### src/rtl/mips_pkg.sv
// Shared MIPS encodings: opcodes, controller state codes and the datapath mux selects.
package mips_pkg;

   localparam logic [5:0] OP_RTYPE = 6'h00;
   localparam logic [5:0] OP_LW    = 6'h23;
   localparam logic [5:0] OP_SW    = 6'h2B;
   localparam logic [5:0] OP_BEQ   = 6'h04;
   localparam logic [5:0] OP_J     = 6'h02;
   localparam logic [5:0] OP_ADDI  = 6'h08;

   typedef enum logic [3:0] {
      S_FETCH   = 4'd0,
      S_DECODE  = 4'd1,
      S_MEMADR  = 4'd2,
      S_MEMRD   = 4'd3,
      S_MEMWB   = 4'd4,
      S_MEMWR   = 4'd5,
      S_EXEC    = 4'd6,
      S_RWB     = 4'd7,
      S_BRANCH  = 4'd8,
      S_JUMP    = 4'd9,
      S_ADDI_EX = 4'd10,
      S_ADDI_WB = 4'd11,
      S_TRAP    = 4'd12
   } state_e;

   localparam logic [1:0] ALU_ADD   = 2'b00;
   localparam logic [1:0] ALU_SUB   = 2'b01;
   localparam logic [1:0] ALU_FUNCT = 2'b10;

   localparam logic [1:0] SRCB_REG     = 2'b00;
   localparam logic [1:0] SRCB_FOUR    = 2'b01;
   localparam logic [1:0] SRCB_IMM     = 2'b10;
   localparam logic [1:0] SRCB_IMM_SH2 = 2'b11;

   localparam logic [1:0] PCSRC_ALU    = 2'b00;
   localparam logic [1:0] PCSRC_ALUOUT = 2'b01;
   localparam logic [1:0] PCSRC_JUMP   = 2'b10;

   typedef struct packed {
      logic       pc_write;
      logic       pc_write_cond;
      logic       iord;
      logic       mem_read;
      logic       mem_write;
      logic       ir_write;
      logic       mem_to_reg;
      logic       reg_write;
      logic       reg_dst;
      logic       alu_src_a;
      logic [1:0] alu_src_b;
      logic [1:0] alu_op;
      logic [1:0] pc_source;
   } ctrl_t;

endpackage

### src/rtl/multicycle_controller_if.sv
// Controller <-> datapath/memory signal bundle; the controller is the slave side.
interface multicycle_controller_if;
   logic [5:0]  opcode;
   logic        zero;
   logic        mem_ready;
   logic        pc_write;
   logic        pc_write_cond;
   logic        iord;
   logic        mem_read;
   logic        mem_write;
   logic        ir_write;
   logic        mem_to_reg;
   logic        reg_write;
   logic        reg_dst;
   logic        alu_src_a;
   logic [1:0]  alu_src_b;
   logic [1:0]  alu_op;
   logic [1:0]  pc_source;
   logic        trap;
   logic [3:0]  state;
   logic [31:0] inst_count;

   modport master (
      output opcode, zero, mem_ready,
      input  pc_write, pc_write_cond, iord, mem_read, mem_write, ir_write,
             mem_to_reg, reg_write, reg_dst, alu_src_a, alu_src_b, alu_op,
             pc_source, trap, state, inst_count
   );

   modport slave (
      input  opcode, zero, mem_ready,
      output pc_write, pc_write_cond, iord, mem_read, mem_write, ir_write,
             mem_to_reg, reg_write, reg_dst, alu_src_a, alu_src_b, alu_op,
             pc_source, trap, state, inst_count
   );
endinterface

### src/rtl/mc_output_decode.sv
// Combinational state -> datapath control map; zero latency, mem_ready only gates fetch writes.
module mc_output_decode
   import mips_pkg::*;
(
   input  state_e state_i,
   input  logic   mem_ready_i,
   input  logic   rst_ni,
   output ctrl_t  ctrl_o
);

   always_comb begin
      ctrl_o = '0;
      case (state_i)
         S_FETCH: begin
            ctrl_o.mem_read  = 1'b1;
            ctrl_o.alu_src_b = SRCB_FOUR;
            ctrl_o.alu_op    = ALU_ADD;
            ctrl_o.pc_source = PCSRC_ALU;
            ctrl_o.ir_write  = mem_ready_i;
            ctrl_o.pc_write  = mem_ready_i;
         end
         S_DECODE: ctrl_o.alu_src_b = SRCB_IMM_SH2;
         S_MEMADR, S_ADDI_EX: begin
            ctrl_o.alu_src_a = 1'b1;
            ctrl_o.alu_src_b = SRCB_IMM;
         end
         S_MEMRD: begin
            ctrl_o.mem_read = 1'b1;
            ctrl_o.iord     = 1'b1;
         end
         S_MEMWB: begin
            ctrl_o.reg_write  = 1'b1;
            ctrl_o.mem_to_reg = 1'b1;
         end
         S_MEMWR: begin
            ctrl_o.mem_write = 1'b1;
            ctrl_o.iord      = 1'b1;
         end
         S_EXEC: begin
            ctrl_o.alu_src_a = 1'b1;
            ctrl_o.alu_src_b = SRCB_REG;
            ctrl_o.alu_op    = ALU_FUNCT;
         end
         S_RWB: begin
            ctrl_o.reg_write = 1'b1;
            ctrl_o.reg_dst   = 1'b1;
         end
         S_BRANCH: begin
            ctrl_o.alu_src_a     = 1'b1;
            ctrl_o.alu_src_b     = SRCB_REG;
            ctrl_o.alu_op        = ALU_SUB;
            ctrl_o.pc_write_cond = 1'b1;
            ctrl_o.pc_source     = PCSRC_ALUOUT;
         end
         S_JUMP: begin
            ctrl_o.pc_write  = 1'b1;
            ctrl_o.pc_source = PCSRC_JUMP;
         end
         S_ADDI_WB: ctrl_o.reg_write = 1'b1;
         default: ctrl_o = '0;
      endcase
      // Reset holds state at FETCH, so only the write strobes need suppressing here.
      if (!rst_ni) begin
         ctrl_o.pc_write      = 1'b0;
         ctrl_o.pc_write_cond = 1'b0;
         ctrl_o.ir_write      = 1'b0;
         ctrl_o.mem_write     = 1'b0;
         ctrl_o.reg_write     = 1'b0;
      end
   end

endmodule

### src/rtl/multicycle_controller.sv
// Multi-cycle MIPS sequencer with shared memory port; controls valid same cycle as state.
// Stalls in FETCH/MEMRD/MEMWR until mem_ready, counts retired instructions, traps on bad opcodes.
module multicycle_controller
   import mips_pkg::*;
(
   input  logic                     clk,
   input  logic                     rst_,
   multicycle_controller_if.slave   bus
);

   state_e      state_q, state_d;
   logic        trap_q;
   logic [31:0] inst_count_q;
   ctrl_t       ctrl;

   always_comb begin
      state_d = state_q;
      case (state_q)
         S_FETCH:   if (bus.mem_ready) state_d = S_DECODE;
         S_DECODE: begin
            case (bus.opcode)
               OP_RTYPE:     state_d = S_EXEC;
               OP_LW, OP_SW: state_d = S_MEMADR;
               OP_BEQ:       state_d = S_BRANCH;
               OP_J:         state_d = S_JUMP;
               OP_ADDI:      state_d = S_ADDI_EX;
               default:      state_d = S_TRAP;
            endcase
         end
         S_MEMADR:  state_d = (bus.opcode == OP_LW) ? S_MEMRD : S_MEMWR;
         S_MEMRD:   if (bus.mem_ready) state_d = S_MEMWB;
         S_MEMWR:   if (bus.mem_ready) state_d = S_FETCH;
         S_EXEC:    state_d = S_RWB;
         S_ADDI_EX: state_d = S_ADDI_WB;
         S_MEMWB, S_RWB, S_BRANCH, S_JUMP, S_ADDI_WB: state_d = S_FETCH;
         S_TRAP:    state_d = S_TRAP;
         default:   state_d = S_FETCH;
      endcase
   end

   always_ff @(posedge clk or negedge rst_) begin
      if (!rst_) begin
         state_q      <= S_FETCH;
         trap_q       <= 1'b0;
         inst_count_q <= '0;
      end else begin
         state_q <= state_d;
         if (state_d == S_TRAP) trap_q <= 1'b1;
         // Every return to FETCH retires exactly one instruction.
         if (state_d == S_FETCH && state_q != S_FETCH) inst_count_q <= inst_count_q + 32'd1;
      end
   end

   mc_output_decode u_decode (
      .state_i     (state_q),
      .mem_ready_i (bus.mem_ready),
      .rst_ni      (rst_),
      .ctrl_o      (ctrl)
   );

   assign bus.pc_write      = ctrl.pc_write;
   assign bus.pc_write_cond = ctrl.pc_write_cond;
   assign bus.iord          = ctrl.iord;
   assign bus.mem_read      = ctrl.mem_read;
   assign bus.mem_write     = ctrl.mem_write;
   assign bus.ir_write      = ctrl.ir_write;
   assign bus.mem_to_reg    = ctrl.mem_to_reg;
   assign bus.reg_write     = ctrl.reg_write;
   assign bus.reg_dst       = ctrl.reg_dst;
   assign bus.alu_src_a     = ctrl.alu_src_a;
   assign bus.alu_src_b     = ctrl.alu_src_b;
   assign bus.alu_op        = ctrl.alu_op;
   assign bus.pc_source     = ctrl.pc_source;
   assign bus.trap          = trap_q;
   assign bus.state         = state_q;
   assign bus.inst_count    = inst_count_q;

endmodule

### src/flat_wrapper.sv
// flat-port wrapper written by rule: the top's interface ports become plain ports
module multicycle_controller_flat import mips_pkg::*;
  (clk, rst_, bus_opcode, bus_zero, bus_mem_ready, bus_pc_write, bus_pc_write_cond, bus_iord, bus_mem_read, bus_mem_write, bus_ir_write, bus_mem_to_reg, bus_reg_write, bus_reg_dst, bus_alu_src_a, bus_alu_src_b, bus_alu_op, bus_pc_source, bus_trap, bus_state, bus_inst_count);
  multicycle_controller_if bus_i ();
  input  logic clk;
  input  logic rst_;
  input wire logic [$bits(bus_i.opcode)-1:0] bus_opcode;
  input wire logic [$bits(bus_i.zero)-1:0] bus_zero;
  input wire logic [$bits(bus_i.mem_ready)-1:0] bus_mem_ready;
  output wire logic [$bits(bus_i.pc_write)-1:0] bus_pc_write;
  output wire logic [$bits(bus_i.pc_write_cond)-1:0] bus_pc_write_cond;
  output wire logic [$bits(bus_i.iord)-1:0] bus_iord;
  output wire logic [$bits(bus_i.mem_read)-1:0] bus_mem_read;
  output wire logic [$bits(bus_i.mem_write)-1:0] bus_mem_write;
  output wire logic [$bits(bus_i.ir_write)-1:0] bus_ir_write;
  output wire logic [$bits(bus_i.mem_to_reg)-1:0] bus_mem_to_reg;
  output wire logic [$bits(bus_i.reg_write)-1:0] bus_reg_write;
  output wire logic [$bits(bus_i.reg_dst)-1:0] bus_reg_dst;
  output wire logic [$bits(bus_i.alu_src_a)-1:0] bus_alu_src_a;
  output wire logic [$bits(bus_i.alu_src_b)-1:0] bus_alu_src_b;
  output wire logic [$bits(bus_i.alu_op)-1:0] bus_alu_op;
  output wire logic [$bits(bus_i.pc_source)-1:0] bus_pc_source;
  output wire logic [$bits(bus_i.trap)-1:0] bus_trap;
  output wire logic [$bits(bus_i.state)-1:0] bus_state;
  output wire logic [$bits(bus_i.inst_count)-1:0] bus_inst_count;
  assign bus_i.opcode = bus_opcode;
  assign bus_i.zero = bus_zero;
  assign bus_i.mem_ready = bus_mem_ready;
  assign bus_pc_write = bus_i.pc_write;
  assign bus_pc_write_cond = bus_i.pc_write_cond;
  assign bus_iord = bus_i.iord;
  assign bus_mem_read = bus_i.mem_read;
  assign bus_mem_write = bus_i.mem_write;
  assign bus_ir_write = bus_i.ir_write;
  assign bus_mem_to_reg = bus_i.mem_to_reg;
  assign bus_reg_write = bus_i.reg_write;
  assign bus_reg_dst = bus_i.reg_dst;
  assign bus_alu_src_a = bus_i.alu_src_a;
  assign bus_alu_src_b = bus_i.alu_src_b;
  assign bus_alu_op = bus_i.alu_op;
  assign bus_pc_source = bus_i.pc_source;
  assign bus_trap = bus_i.trap;
  assign bus_state = bus_i.state;
  assign bus_inst_count = bus_i.inst_count;
  multicycle_controller u_core (.clk(clk), .rst_(rst_), .bus(bus_i));
endmodule
### config.mk
export PLATFORM = sky130hd
export DESIGN_NAME = multicycle_controller_flat
export DESIGN_NICKNAME = d
export VERILOG_FILES = /design/src/rtl/mips_pkg.sv /design/src/rtl/multicycle_controller_if.sv /design/src/rtl/mc_output_decode.sv /design/src/rtl/multicycle_controller.sv /design/src/flat_wrapper.sv
export SDC_FILE = /design/constraint.sdc
export NUM_CORES = 1
export LEC_CHECK = 0
export CAP_MARGIN = 15
export CORE_MARGIN = 4
export CORE_UTILIZATION = 40
export DETAILED_ROUTE_END_ITERATION = 10
export PLACE_DENSITY = 0.79
export SLEW_MARGIN = 5
export SYNTH_ARGS = -nofsm -noshare
export SYNTH_HDL_FRONTEND = slang
export SYNTH_SLANG_ARGS = --single-unit
### constraint.sdc
create_clock -name clk -period 2.7 [get_ports clk]
set_clock_uncertainty 0.15 [all_clocks]
set_input_delay 0.81 -clock clk [delete_from_list [all_inputs] [get_ports clk]]
set_output_delay 0.81 -clock clk [all_outputs]
set_load 0.1 [all_outputs]
==> flow_metrics.env <==
export IMPL_via_per_inst=5.75
export IMPL_synth_compound_area_share=0.0952
export IMPL_grt_pass1_vias=2506
export IMPL_setup_viol=1
export IMPL_slew_viol_final=0
export IMPL_coreArea_um2=5570
export IMPL_path_cells="buf_8 > or4_4 > a221oi_4 > o221ai_4 > buf_12 > buf_16 > nor4_4 > xor2_1"
export IMPL_fin_crit_ps=2710
export IMPL_fin_nets=356
export IMPL_hold_viol=0
export IMPL_rsz0062_at_grt="true"
export IMPL_clk_pin_slew_ps=70
export IMPL_die_w_um=84.5
export IMPL_dr_total_vias=2405
export IMPL_grt_pass1_wl_um=12600
export IMPL_synth_seq_cells=37
export IMPL_period_share=1.01
export IMPL_synth_async_reset_ratio=1.00
export IMPL_wire_per_inst_um=19.2
export IMPL_netlist_area_um2=2340
export IMPL_power_density_nw_per_um2=1070
export IMPL_cp_required_ps=2760
export IMPL_netlist_instances=244
export IMPL_critPathMaxStageDelay_ps=550
export IMPL_max_freq_ghz=0.368
export IMPL_cp_slowest_cell="or4_4"
export IMPL_drt_total_wl_um=8010
export IMPL_synthDistinctLibCells=50
export IMPL_drive_above_1_share=0.561
export IMPL_syn_nets=255
export IMPL_yosys_top_cells_count="37 x dfrtp_1, 31 x xor2_1, 28 x nor3_1, 22 x nand2_1, 15 x nand3_1"
export IMPL_first_iter_violations=196
export IMPL_cts_made_buffers=5
export IMPL_maxSlewHeadroom=0.681
export IMPL_critPathKind="input port to flip-flop"
export IMPL_die_y_um=84.5
export IMPL_clockBufferDepth=2
export IMPL_synth_edf_count=0
export IMPL_grt_usage=0.216
export IMPL_crit_path_max_fanout=7
export IMPL_worstMarginPinSlew_ps=478
export IMPL_start_kind="input port"
export IMPL_cp_arrival_ps=2780
export IMPL_synth_top_family_by_area="simple AND/OR/NAND/NOR gates"
export IMPL_violations="setup timing"
export IMPL_grt_max_degree=38
export IMPL_ir_drop_mv=0.769
export IMPL_routabilityCongestion=0.855
export IMPL_synth_most_common_cell="dfrtp_1"
export IMPL_maxCapViolCount=0
export IMPL_dp_hpwl_um=4850
export IMPL_fin_util=0.743
export IMPL_timing_final_ws_setup_ps=-14.6
export IMPL_leakagePower_nw=1.84
export IMPL_dieArea_um2=7140
export IMPL_drcViolationCount=0
export IMPL_gr_total_overflow=0
export IMPL_io_pins=63
export IMPL_synth_top_area_cell="dfrtp_1"
export IMPL_first_pass_iters=4
export IMPL_cts_tree="yes"
export IMPL_min_path_type="flip-flop to flip-flop"
export IMPL_clock_latency_ps=300
export IMPL_initial_core_util=0.420
export IMPL_synth_area_per_cell_um2=9.59
export IMPL_numClockSinks=37
export IMPL_synthXorXnorAreaFrac=0.120
export IMPL_p_total_mw=4.42
export IMPL_synthTopCellsByArea="dfrtp_1 40%, xor2_1 12%, nor3_1 6.0%, nor4_2 4.3%, nand2_1 3.5%"
export IMPL_synth_warnings=0
export IMPL_cts_root_buf="clkbuf_8"
export IMPL_ys_seq_area_frac=0.396
export IMPL_yosys_area_share_simple=0.329
export IMPL_htree_num_levels=2
export IMPL_antenna_left=0
export IMPL_critPathCaptureType="flip-flop"
export IMPL_syn2layout_area_growth_pct=77.0
export IMPL_portBuffers=61
export IMPL_synth_top_flop_cell="dfrtp_1"
export IMPL_synthAdderAreaFrac=0.00535
export IMPL_status="finished with violations"
export IMPL_antenna_found_initial=0
export IMPL_tns_ps=-14.6
export IMPL_diodes=0
export IMPL_row_count=27
export IMPL_synthMuxAreaShare=0.00909
export IMPL_synth_top_cell_area_share=0.396
[worst paths after layout]
kind	cells past startpoint	startpoint	slack (ps)	end
worst max-delay path	8	bus_opcode[3]	-10	u_core.bus.inst_count[31]
worst min-delay path	1	u_core.bus.inst_count[31]	330	u_core.bus.inst_count[31]
worst max register to register	9	u_core.bus.state[3]	120	u_core.bus.inst_count[22]
worst min register to register	1	u_core.bus.inst_count[31]	330	u_core.bus.inst_count[31]
max in group asynchronous	2	rst_	1520	u_core.bus.state[3]
min in group asynchronous	2	rst_	490	u_core.bus.state[2]
[registers in the layout, summed over array words and instances (netlist names)]
| signal | flops |
|---|---|
| u_core.bus.inst_count | 32 |
| u_core.bus.trap | 1 |
| u_core.bus.state | 4 |
[routing by layer]
metal,GRT usage,wire length (µm),vias to the layer above
li1,-,-,1100
met2,0.402,4380,103
met5,0,0,-
met1,0.245,3020,1188
met4,0.0734,157,0
met3,0.0383,455,14
[critical path: cells and delay by family]
kind                   cells  cell delay, ps
AND/OR/NAND/NOR            2             820
AO/OA/AOI/OAI              2             530
buffers and inverters      3             430
XOR/XNOR                   1             170
[layout by cell type, fill, tap and decap left out, drive strengths merged, types with 2 or more instances in the layout]
| master | synthesis | routed |
|---|---|---|
| and2 | 2 | 2 |
| dlymetal6s2s | 0 | 2 |
| nor2 | 13 | 13 |
| o211ai | 3 | 3 |
| nand4 | 4 | 4 |
| buf | 12 | 104 |
| dfrtp | 37 | 37 |
| clkbuf | 2 | 10 |
| a21o | 2 | 2 |
| nor3b | 5 | 5 |
| inv | 5 | 4 |
| or4 | 2 | 2 |
| nor4b | 3 | 3 |
| nor4 | 14 | 14 |
| xor2 | 31 | 31 |
| a21oi | 6 | 6 |
| nand2 | 23 | 23 |
| nand3b | 3 | 3 |
| nor2b | 2 | 2 |
| o21ai | 3 | 3 |
| o311ai | 3 | 3 |
| nor3 | 28 | 28 |
| nand3 | 15 | 15 |
| and3 | 6 | 6 |
| nand2b | 4 | 4 |
[cell families after synthesis]
kind of cell | count (synthesis)
compound gates | 26
xor+xnor | 32
fa+ha+maj | 1
buf+inv | 19
flops | 37
mux | 2
simple gates | 127
[metrics by stage]
step / hold WS, ps / cell area, µm² / instances / setup slack (ps)
after floorplan: 364 / 2640 / 244 / -550
after global placement: 311 / 3560 / 395 / -573
after detailed placement: 319 / 3560 / 395 / -650
after CTS: 332 / 3970 / 415 / -21.1
after global routing: 346 / 4140 / 418 / -88.8
final: 331 / 4140 / 418 / -14.6
[area by class of cell]
class                      instances  area, µm²
inverter                           5       22.5
timing repair buffer             108       1200
tap                               72       90.1
multi-input combinational        188       1800
clock buffer                       8       80.1
fill                             343       1430
sequential                        37        951
[power by group]
part,total [mW],internal (mW),switching (mW)
sequential,0.766,0.639,0.127
clock,0.385,0.184,0.201
combinational,3.27,1.21,2.07
[timing repair]
action                                  CTS  global route
gates cloned                              2             0
endpoints found under the setup margin   38            35
gates resized for setup                  45            39
pin swaps                                12            21
hold buffers                              0             0
buffers inserted                         11             3
Note: power is estimated with default switching activity, not from simulation.
